==> src/rtl/request_input_dispatch_if.sv <==
// Portal-pipe enqueue and per-method request channels for request_input_dispatch.
// The slave modport is the dispatcher's view; the master modport is the surrounding logic's view.
interface request_input_dispatch_if #(
  parameter int NUM_METHODS = 4,
  parameter int ID_W        = 32,
  parameter int DATA_W      = 64
);
  logic                   pipe_enq__ENA;
  logic [ID_W+DATA_W-1:0] pipe_enq_v;
  logic                   pipe_enq__RDY;
  logic [NUM_METHODS-1:0] req__ENA;
  logic [DATA_W-1:0]      req_v;
  logic [NUM_METHODS-1:0] req__RDY;
  logic                   busy;
  logic [15:0]            err_count;

  modport slave (
    input  pipe_enq__ENA, pipe_enq_v, req__RDY,
    output pipe_enq__RDY, req__ENA, req_v, busy, err_count
  );

  modport master (
    output pipe_enq__ENA, pipe_enq_v, req__RDY,
    input  pipe_enq__RDY, req__ENA, req_v, busy, err_count
  );
endinterface

==> src/rtl/request_input_dispatch.sv <==
// Buffers {payload, method id} messages in a small FIFO and dispatches the head to one of
// NUM_METHODS channels. Define REQUEST_DISPATCH_ERRCNT_EN to count dropped unknown ids.
module request_input_dispatch #(
  parameter int NUM_METHODS = 4,
  parameter int ID_W        = 32,
  parameter int DATA_W      = 64,
  parameter int BASE_ID     = 1,
  parameter int DEPTH       = 2
) (
  input logic CLK,
  input logic RST,
  request_input_dispatch_if.slave io
);
  localparam int              AW   = (DEPTH > 1) ? $clog2(DEPTH) : 1;
  localparam logic [AW:0]     FULL = (AW+1)'(DEPTH);
  localparam logic [ID_W-1:0] BASE = ID_W'(BASE_ID);
  localparam logic [ID_W-1:0] NM   = ID_W'(NUM_METHODS);

  logic [ID_W+DATA_W-1:0] r_mem [DEPTH];
  logic [AW-1:0]          r_wptr, r_rptr;
  logic [AW:0]            r_count;

  logic                   w_busy, w_full, w_enq, w_deq, w_valid, w_drop;
  logic [ID_W+DATA_W-1:0] w_head;
  logic [ID_W-1:0]        w_idx;
  logic [NUM_METHODS-1:0] w_ena;

  assign w_busy  = (r_count != '0);
  assign w_full  = (r_count == FULL);
  assign w_enq   = io.pipe_enq__ENA & ~w_full;
  assign w_head  = r_mem[r_rptr];
  // Unsigned wrap makes ids below BASE_ID land far above NM, so one compare covers both sides.
  assign w_idx   = w_head[ID_W-1:0] - BASE;
  assign w_valid = (w_idx < NM);
  assign w_drop  = w_busy & ~w_valid;
  assign w_deq   = (|w_ena) | w_drop;

  for (genvar g = 0; g < NUM_METHODS; g++) begin : g_ch
    assign w_ena[g] = w_busy & w_valid & (w_idx == ID_W'(g)) & io.req__RDY[g];
  end

  assign io.pipe_enq__RDY = ~w_full;
  assign io.req__ENA      = w_ena;
  assign io.req_v         = w_busy ? w_head[ID_W +: DATA_W] : '0;
  assign io.busy          = w_busy;

  always_ff @(posedge CLK) begin
    if (w_enq) r_mem[r_wptr] <= io.pipe_enq_v;
  end

  always_ff @(posedge CLK or posedge RST) begin
    if (RST) begin
      r_wptr  <= '0;
      r_rptr  <= '0;
      r_count <= '0;
    end else begin
      if (w_enq) r_wptr <= r_wptr + AW'(1);
      if (w_deq) r_rptr <= r_rptr + AW'(1);
      case ({w_enq, w_deq})
        2'b10:   r_count <= r_count + (AW+1)'(1);
        2'b01:   r_count <= r_count - (AW+1)'(1);
        default: r_count <= r_count;
      endcase
    end
  end

`ifdef REQUEST_DISPATCH_ERRCNT_EN
  logic [15:0] r_err;

  always_ff @(posedge CLK or posedge RST) begin
    if (RST)                          r_err <= '0;
    else if (w_drop && r_err != '1)   r_err <= r_err + 16'd1;
  end

  assign io.err_count = r_err;
`else
  assign io.err_count = '0;
`endif
endmodule

==> src/flat_wrapper.sv <==
// flat-port wrapper written by rule: the top's interface ports become plain ports
module request_input_dispatch_flat 
#(
  parameter int NUM_METHODS = 4,
  parameter int ID_W        = 32,
  parameter int DATA_W      = 64,
  parameter int BASE_ID     = 1,
  parameter int DEPTH       = 2
)
  (CLK, RST, io_pipe_enq__ENA, io_pipe_enq_v, io_req__RDY, io_pipe_enq__RDY, io_req__ENA, io_req_v, io_busy, io_err_count);
  request_input_dispatch_if #(.NUM_METHODS(NUM_METHODS), .ID_W(ID_W), .DATA_W(DATA_W)) io_i ();
  input logic CLK;
  input logic RST;
  input wire logic [$bits(io_i.pipe_enq__ENA)-1:0] io_pipe_enq__ENA;
  input wire logic [$bits(io_i.pipe_enq_v)-1:0] io_pipe_enq_v;
  input wire logic [$bits(io_i.req__RDY)-1:0] io_req__RDY;
  output wire logic [$bits(io_i.pipe_enq__RDY)-1:0] io_pipe_enq__RDY;
  output wire logic [$bits(io_i.req__ENA)-1:0] io_req__ENA;
  output wire logic [$bits(io_i.req_v)-1:0] io_req_v;
  output wire logic [$bits(io_i.busy)-1:0] io_busy;
  output wire logic [$bits(io_i.err_count)-1:0] io_err_count;
  assign io_i.pipe_enq__ENA = io_pipe_enq__ENA;
  assign io_i.pipe_enq_v = io_pipe_enq_v;
  assign io_i.req__RDY = io_req__RDY;
  assign io_pipe_enq__RDY = io_i.pipe_enq__RDY;
  assign io_req__ENA = io_i.req__ENA;
  assign io_req_v = io_i.req_v;
  assign io_busy = io_i.busy;
  assign io_err_count = io_i.err_count;
  request_input_dispatch #(.NUM_METHODS(NUM_METHODS), .ID_W(ID_W), .DATA_W(DATA_W), .BASE_ID(BASE_ID), .DEPTH(DEPTH)) u_core (.CLK(CLK), .RST(RST), .io(io_i));
endmodule
==> config.mk <==
export PLATFORM = sky130hd
export DESIGN_NAME = request_input_dispatch_flat
export DESIGN_NICKNAME = d
export VERILOG_FILES = /design/src/rtl/request_input_dispatch_if.sv /design/src/rtl/request_input_dispatch.sv /design/src/flat_wrapper.sv
export SDC_FILE = /design/constraint.sdc
export NUM_CORES = 1
export LEC_CHECK = 0
export ABC_CLOCK_PERIOD_IN_PS = 6600
export CORE_MARGIN = 10
export CORE_UTILIZATION = 35
export CTS_CLUSTER_SIZE = 30
export DETAILED_ROUTE_END_ITERATION = 10
export REMOVE_ABC_BUFFERS = 1
export SKIP_CTS_REPAIR_TIMING = 1
export SLEW_MARGIN = 20
export SYNTH_ARGS = -nofsm -noshare
export SYNTH_HDL_FRONTEND = slang
export SYNTH_SLANG_ARGS = --single-unit
==> constraint.sdc <==
create_clock -name CLK -period 6.6 [get_ports CLK]
set_clock_uncertainty 0.05 [all_clocks]
set_input_delay 0.66 -clock CLK [delete_from_list [all_inputs] [get_ports CLK]]
set_output_delay 0.66 -clock CLK [all_outputs]
set_load 0.01 [all_outputs]
-- After elaboration in Yosys (flattened, before gate mapping)
Memory sizes are Yosys's and may differ from the RTL's.
Index checks and enable logic that the tools add are counted.
Widths: inputs -> output; s select.
- $add $sub $neg: 5
- magnitude comparators: 1
- equality and inequality tests: 6
- multiplexer cells: 4
- bitwise gates (word level): 14
- reduce and logical (&&, ||, !) cells: 4
- operators with widths (cell ; count):
    $eq 32x2->1 const B ; 2
    $mux 64 ; 1
    $eq 32x1->1 const B ; 1
    $logic_not 32->1 ; 1
    $lt 32x3->1 const B ; 1
    $sub 32x1->32 const B ; 1
    $and 1x1->1 ; 11
    $eq 2x2->1 const B ; 2
    $pmux 2 s2 ; 1
    $reduce_bool 2->1 ; 2
    $reduce_or 4->1 ; 1
    $add 1x1->1 const B ; 2
    $add 2x1->2 const B ; 1
    $eq 2x1->1 const B ; 1
    $mux 1 ; 2
    $not 1->1 ; 2
    $sub 2x1->2 const B ; 1
    $or 1x1->1 ; 1
- register bits: 4
- RAM bits: 192
- output and inout port bits: 86
- memories kept: 1
- memory list (memory ; words ; width ; read ports ; clocked after Yosys merged registers in ; write ports ; line ; source):
    u_core.r_mem ; 2 ; 96 ; 1 ; 0 ; 1 ; request_input_dispatch.sv:19 ; logic [ID_W+DATA_W-1:0] r_mem [DEPTH];

-- Depth between registers and ports, before layout
An unclocked memory read counts as a cell.
- word-level depth: 10
- depth in mapped cells: 15

-- Worst setup path after synthesis
Ideal clock, no wire load.
- path type: input to register
- from: in io_pipe_enq__ENA
- to: mem u_core.r_mem[0][0] in the netlist's numbering, enable pin
- library setup time: 0.551 ns
- arrival: 4.753 ns
- required time: 5.999 ns
- setup slack: 1.245 ns
- stages: 2
- path buffers: 0
- cell sequence: nand2_1 nor2_1
- word-level cells in the longest chain between the ends: 3
- RTL lines (element ; line ; source):
    from (decl) ; flat_wrapper.sv:14 ; input wire logic [$bits(io_i.pipe_enq__ENA)-1:0] io_pipe_enq__ENA;
    $and 1x1->1 ; request_input_dispatch.sv:30 ; assign w_enq = io.pipe_enq__ENA & ~w_full;
    $mux 1 ; request_input_dispatch.sv:48 ; if (w_enq) r_mem[r_wptr] <= io.pipe_enq_v;
    $mux 1 (not written as such) ; request_input_dispatch.sv:48 ;
    to (decl) ; request_input_dispatch.sv:19 ;
No other way between the ends.

-- Worst setup path after layout
- from: reg u_core.r_rptr
- to: out io_req__ENA[0]
- word-level cells in the longest chain between the ends: 6
- elaborated cells between the ends (all ways): 7
- RTL lines (element ; line ; source):
    from (decl) ; request_input_dispatch.sv:20 ; logic [AW-1:0] r_wptr, r_rptr;
    from (signal assigned) ; request_input_dispatch.sv:58 ; if (w_deq) r_rptr <= r_rptr + AW'(1);
    $mem_v2 2x96 (*) ; -- ;
    $sub 32x1->32 (*) ; request_input_dispatch.sv:33 ; assign w_idx = w_head[ID_W-1:0] - BASE;
    $lt 32x3->1 ; request_input_dispatch.sv:34 ; assign w_valid = (w_idx < NM);
    $and 1x1->1 ; request_input_dispatch.sv:39 ; assign w_ena[g] = w_busy & w_valid & (w_idx == ID_W'(g)) & io.req__RDY[g];
    $and 1x1->1 (*) (2 in a row) ; request_input_dispatch.sv:39 ;
    to (decl) ; flat_wrapper.sv:18 ; output wire logic [$bits(io_i.req__ENA)-1:0] io_req__ENA;
Every way passes the cells marked *; elsewhere a longest branch is shown, timed or not.

==> flow_summary.ini <==
[cts]
worstSkewPairLatency_ns = 0.43
cts-htree-levels = 4
cts_sinks = 196
cts_made_buffers = 17
clk_pin_slew_worst_paths_ns = 0.07
clk_path_buf_depth = 2
tritoncts_clock_tree = yes
clk_root_buffer_cell = sky130_fd_sc_hd__clkbuf_16

[die]
core.rowCount = 56
core_sq_mm = 0.02333
initial_core_util_pct = 35.31
die_area_sq_mm = 0.03007
die_x_um = 173.4
y_dimension_of_the_die_um = 173.4
num_io_pins = 189

[sta]
timing_worst_slew_pin_value_ns = 1.048
worst_slack_ns = 0.9145
layout_worst_path_cycle_share_pct = 86.14
worst_hold_slack_ns = 0.3642
timing.final.crit_period_ns = 5.685
final.setup.tns_ns = 0
final-setup-viol-count = 0
number_of_endpoints_with_negative_hold_slack_in_the_final_report = 0
slew_headroom_pct = 30.11
final-max-slew-violation-count = 0
setup_repair_after_global_routing_missed_its_margin = false
achievable-frequency_ghz = 0.1759

[yosys]
yosysSeqAreaShare_pct = 71.20
post-synth-top-area-cell = sky130_fd_sc_hd__edfxtp_1
syn-cell-area_sq_mm = 0.008238
number_of_flops_mapped_to_enable_cells_by_yosys = 192
synth.distinct_cells = 62
syn_avg_cell_area_sq_um = 15.09
yosysWarnings = 0
ys_dominant_reg_cell = sky130_fd_sc_hd__edfxtp_1
syn_inst = 546
synth_largest_type_area_fraction_pct = 69.99
synth_top_cells_by_area = sky130_fd_sc_hd__edfxtp_1, sky130_fd_sc_hd__mux2i_1, sky130_fd_sc_hd__nor2_1, sky130_fd_sc_hd__buf_4, sky130_fd_sc_hd__dfrtp_1
ys_seq_elements = 196
async_reset_ff_share_pct = 2.041

[global_routing]
grt_pass1_wl_mm = 30.97
grt_antenna_before_repair = 4
global_route.usage.total_pct = 13.12
first_global_vias = 5517
grt_max_degree = 77
grt-ovfl-total = 0

[worst_setup_path]
r2r_cells = 11
reg2reg_from = u_core.r_rptr
critical_path.n_buffers_inverters = 2
timing.critical_path.from_type = flop
timing.critical_path.to_type = output pin
path_cells = buf_4 -> nor3b_1 -> or2_2 -> a31o_2 -> nand4_1 -> or4_4 -> nor4_2 -> and4b_1 -> clkdlybuf4s50_1
path_delay_family = simple AND/OR/NAND/NOR gates
crit_fanout = 76
cp-startpoint = u_core.r_rptr
crit_path_class = flop to output pin
critical_path_cell_count = 9
critical-path-max-stage-delay_ns = 1.12
timing.critical_path.slowest_stage_cell = sky130_fd_sc_hd__dfrtp_4
cp.required_ns = 5.89
cp_data_arrival_time_ns = 4.98

[route]
ant_nets = 0
detail_route.iter0.violations = 319
wl_per_cell_um = 19.05
detailedRoute.firstPassIterationCount = 5
drt_wl_total_mm = 20.12
vias_per_cell = 4.874
remaining_drc_errors = 0
via_count = 5147

[layout]
layout.cells.most_common = sky130_fd_sc_hd__edfxtp_1
drive_gt1_share_pct = 7.629
syn2layout_area_growth_pct = 32.34
final_nets = 825
layout_common_cells = sky130_fd_sc_hd__edfxtp_1, sky130_fd_sc_hd__clkdlybuf4s50_1, sky130_fd_sc_hd__nor2_1
num-fill-cells = 2033

[pwr]
worst_ir_drop_vdd_mv = 0.2339
cellLeakagePower_nw = 3.766
power.density_mw_per_mm2 = 420.4

[place]
pre_cts_ws_ns = 1.377
port-buffer-count = 172
final_gp_congestion = 0.9200
post_detailed_placement_half_perimeter_wirelength_mm = 14.13

[min_path]
min-delay-path-class = input port to async pin

[status]
outcome = finished, final reports clean

[job]
cap_violations = 0
synthesized netlist by cell type, types with 4 or more instances:
library cell and instances:
sky130_fd_sc_hd__mux2i_1 73, sky130_fd_sc_hd__xnor2_1 4, sky130_fd_sc_hd__nand2b_1 5, sky130_fd_sc_hd__o22ai_1 4
sky130_fd_sc_hd__clkbuf_1 9, sky130_fd_sc_hd__buf_2 8, sky130_fd_sc_hd__nor3_1 18, sky130_fd_sc_hd__buf_4 16
sky130_fd_sc_hd__or3_1 6, sky130_fd_sc_hd__nor4_1 5, sky130_fd_sc_hd__nor3b_1 5, sky130_fd_sc_hd__nor2_1 80
sky130_fd_sc_hd__o31ai_1 4, sky130_fd_sc_hd__or4_1 5, sky130_fd_sc_hd__a21oi_1 7, sky130_fd_sc_hd__dfrtp_1 4
sky130_fd_sc_hd__nand3_1 4, sky130_fd_sc_hd__edfxtp_1 192, sky130_fd_sc_hd__nor2b_1 4, sky130_fd_sc_hd__and3_1 5
sky130_fd_sc_hd__inv_1 9, sky130_fd_sc_hd__nand2_1 8, sky130_fd_sc_hd__o21ai_0 7
metal layers:
metal  vias up  wire length, um  global-route usage, %
li1       2425                -                      -
met1      2480             8565                  15.77
met2       210             9373                  20.73
met3        30             1748                  5.315
met4         2              413                  4.959
met5         -               14                      0
registers in the layout (all words and copies together) (netlist names):
register,flops
u_core.r_wptr,1
u_core.r_rptr,1
u_core.r_count,2
u_core.r_mem,192
layout make-up:
type	instances	area [sq um]	share of cell area [%]
Multi-Input combinational cell	320	2210	20.27
Clock buffer	17	425.4	3.902
Antenna cell	3	7.507	0.06886
Tap cell	319	399.1	3.661
Sequential cell	196	5869	53.84
Inverter	9	33.78	0.3099
Timing Repair Buffer	177	1759	16.14
Clock inverter	15	197.7	1.813
power by group:
part | internal (mW) | leakage, nW | switching (mW)
registers | 1.71 | 1.83 | 0.196
logic | 0.785 | 1.64 | 0.847
clock network | 0.523 | 0.302 | 0.526
metrics by stage:
| stage | area [sq um] | util, % | total power [mW] | std cells |
|---|---|---|---|---|
| 2_1_floorplan | 8089 | - | 2.812 | 525 |
| 3_3_place_gp | 10270 | 44.02 | 3.563 | 1021 |
| 3_5_place_dp | 10270 | 44.02 | 3.584 | 1021 |
| 4_1_cts | 10890 | 46.69 | 4.651 | 1053 |
| 5_1_grt | 10900 | 46.70 | 4.834 | 1054 |
| 6_report | 10900 | 46.72 | 4.583 | 1056 |
final timing paths:
check | end | slack (ns)
min | u_core.r_count[1] | 0.36
max reg2reg | u_core.r_count[1] | 1.96
max | io_req__ENA[0] | 0.91
max in group asynchronous | u_core.r_rptr | 5.96
min in group CLK | u_core.r_count[1] | 0.52
min reg2reg | u_core.r_count[1] | 0.52
kinds of logic after synthesis:
group / Yosys count / synth area share (%)
flops: 196 / 71.20
simple gates: 169 / 10.98
mux: 77 / 9.553
compound gates: 51 / 4.526
buf+inv: 45 / 2.901
xor+xnor: 6 / 0.6379
fa+ha+maj: 1 / 0.1519
other cells: 1 / 0.04552
Power figures use the tool's default switching activity.
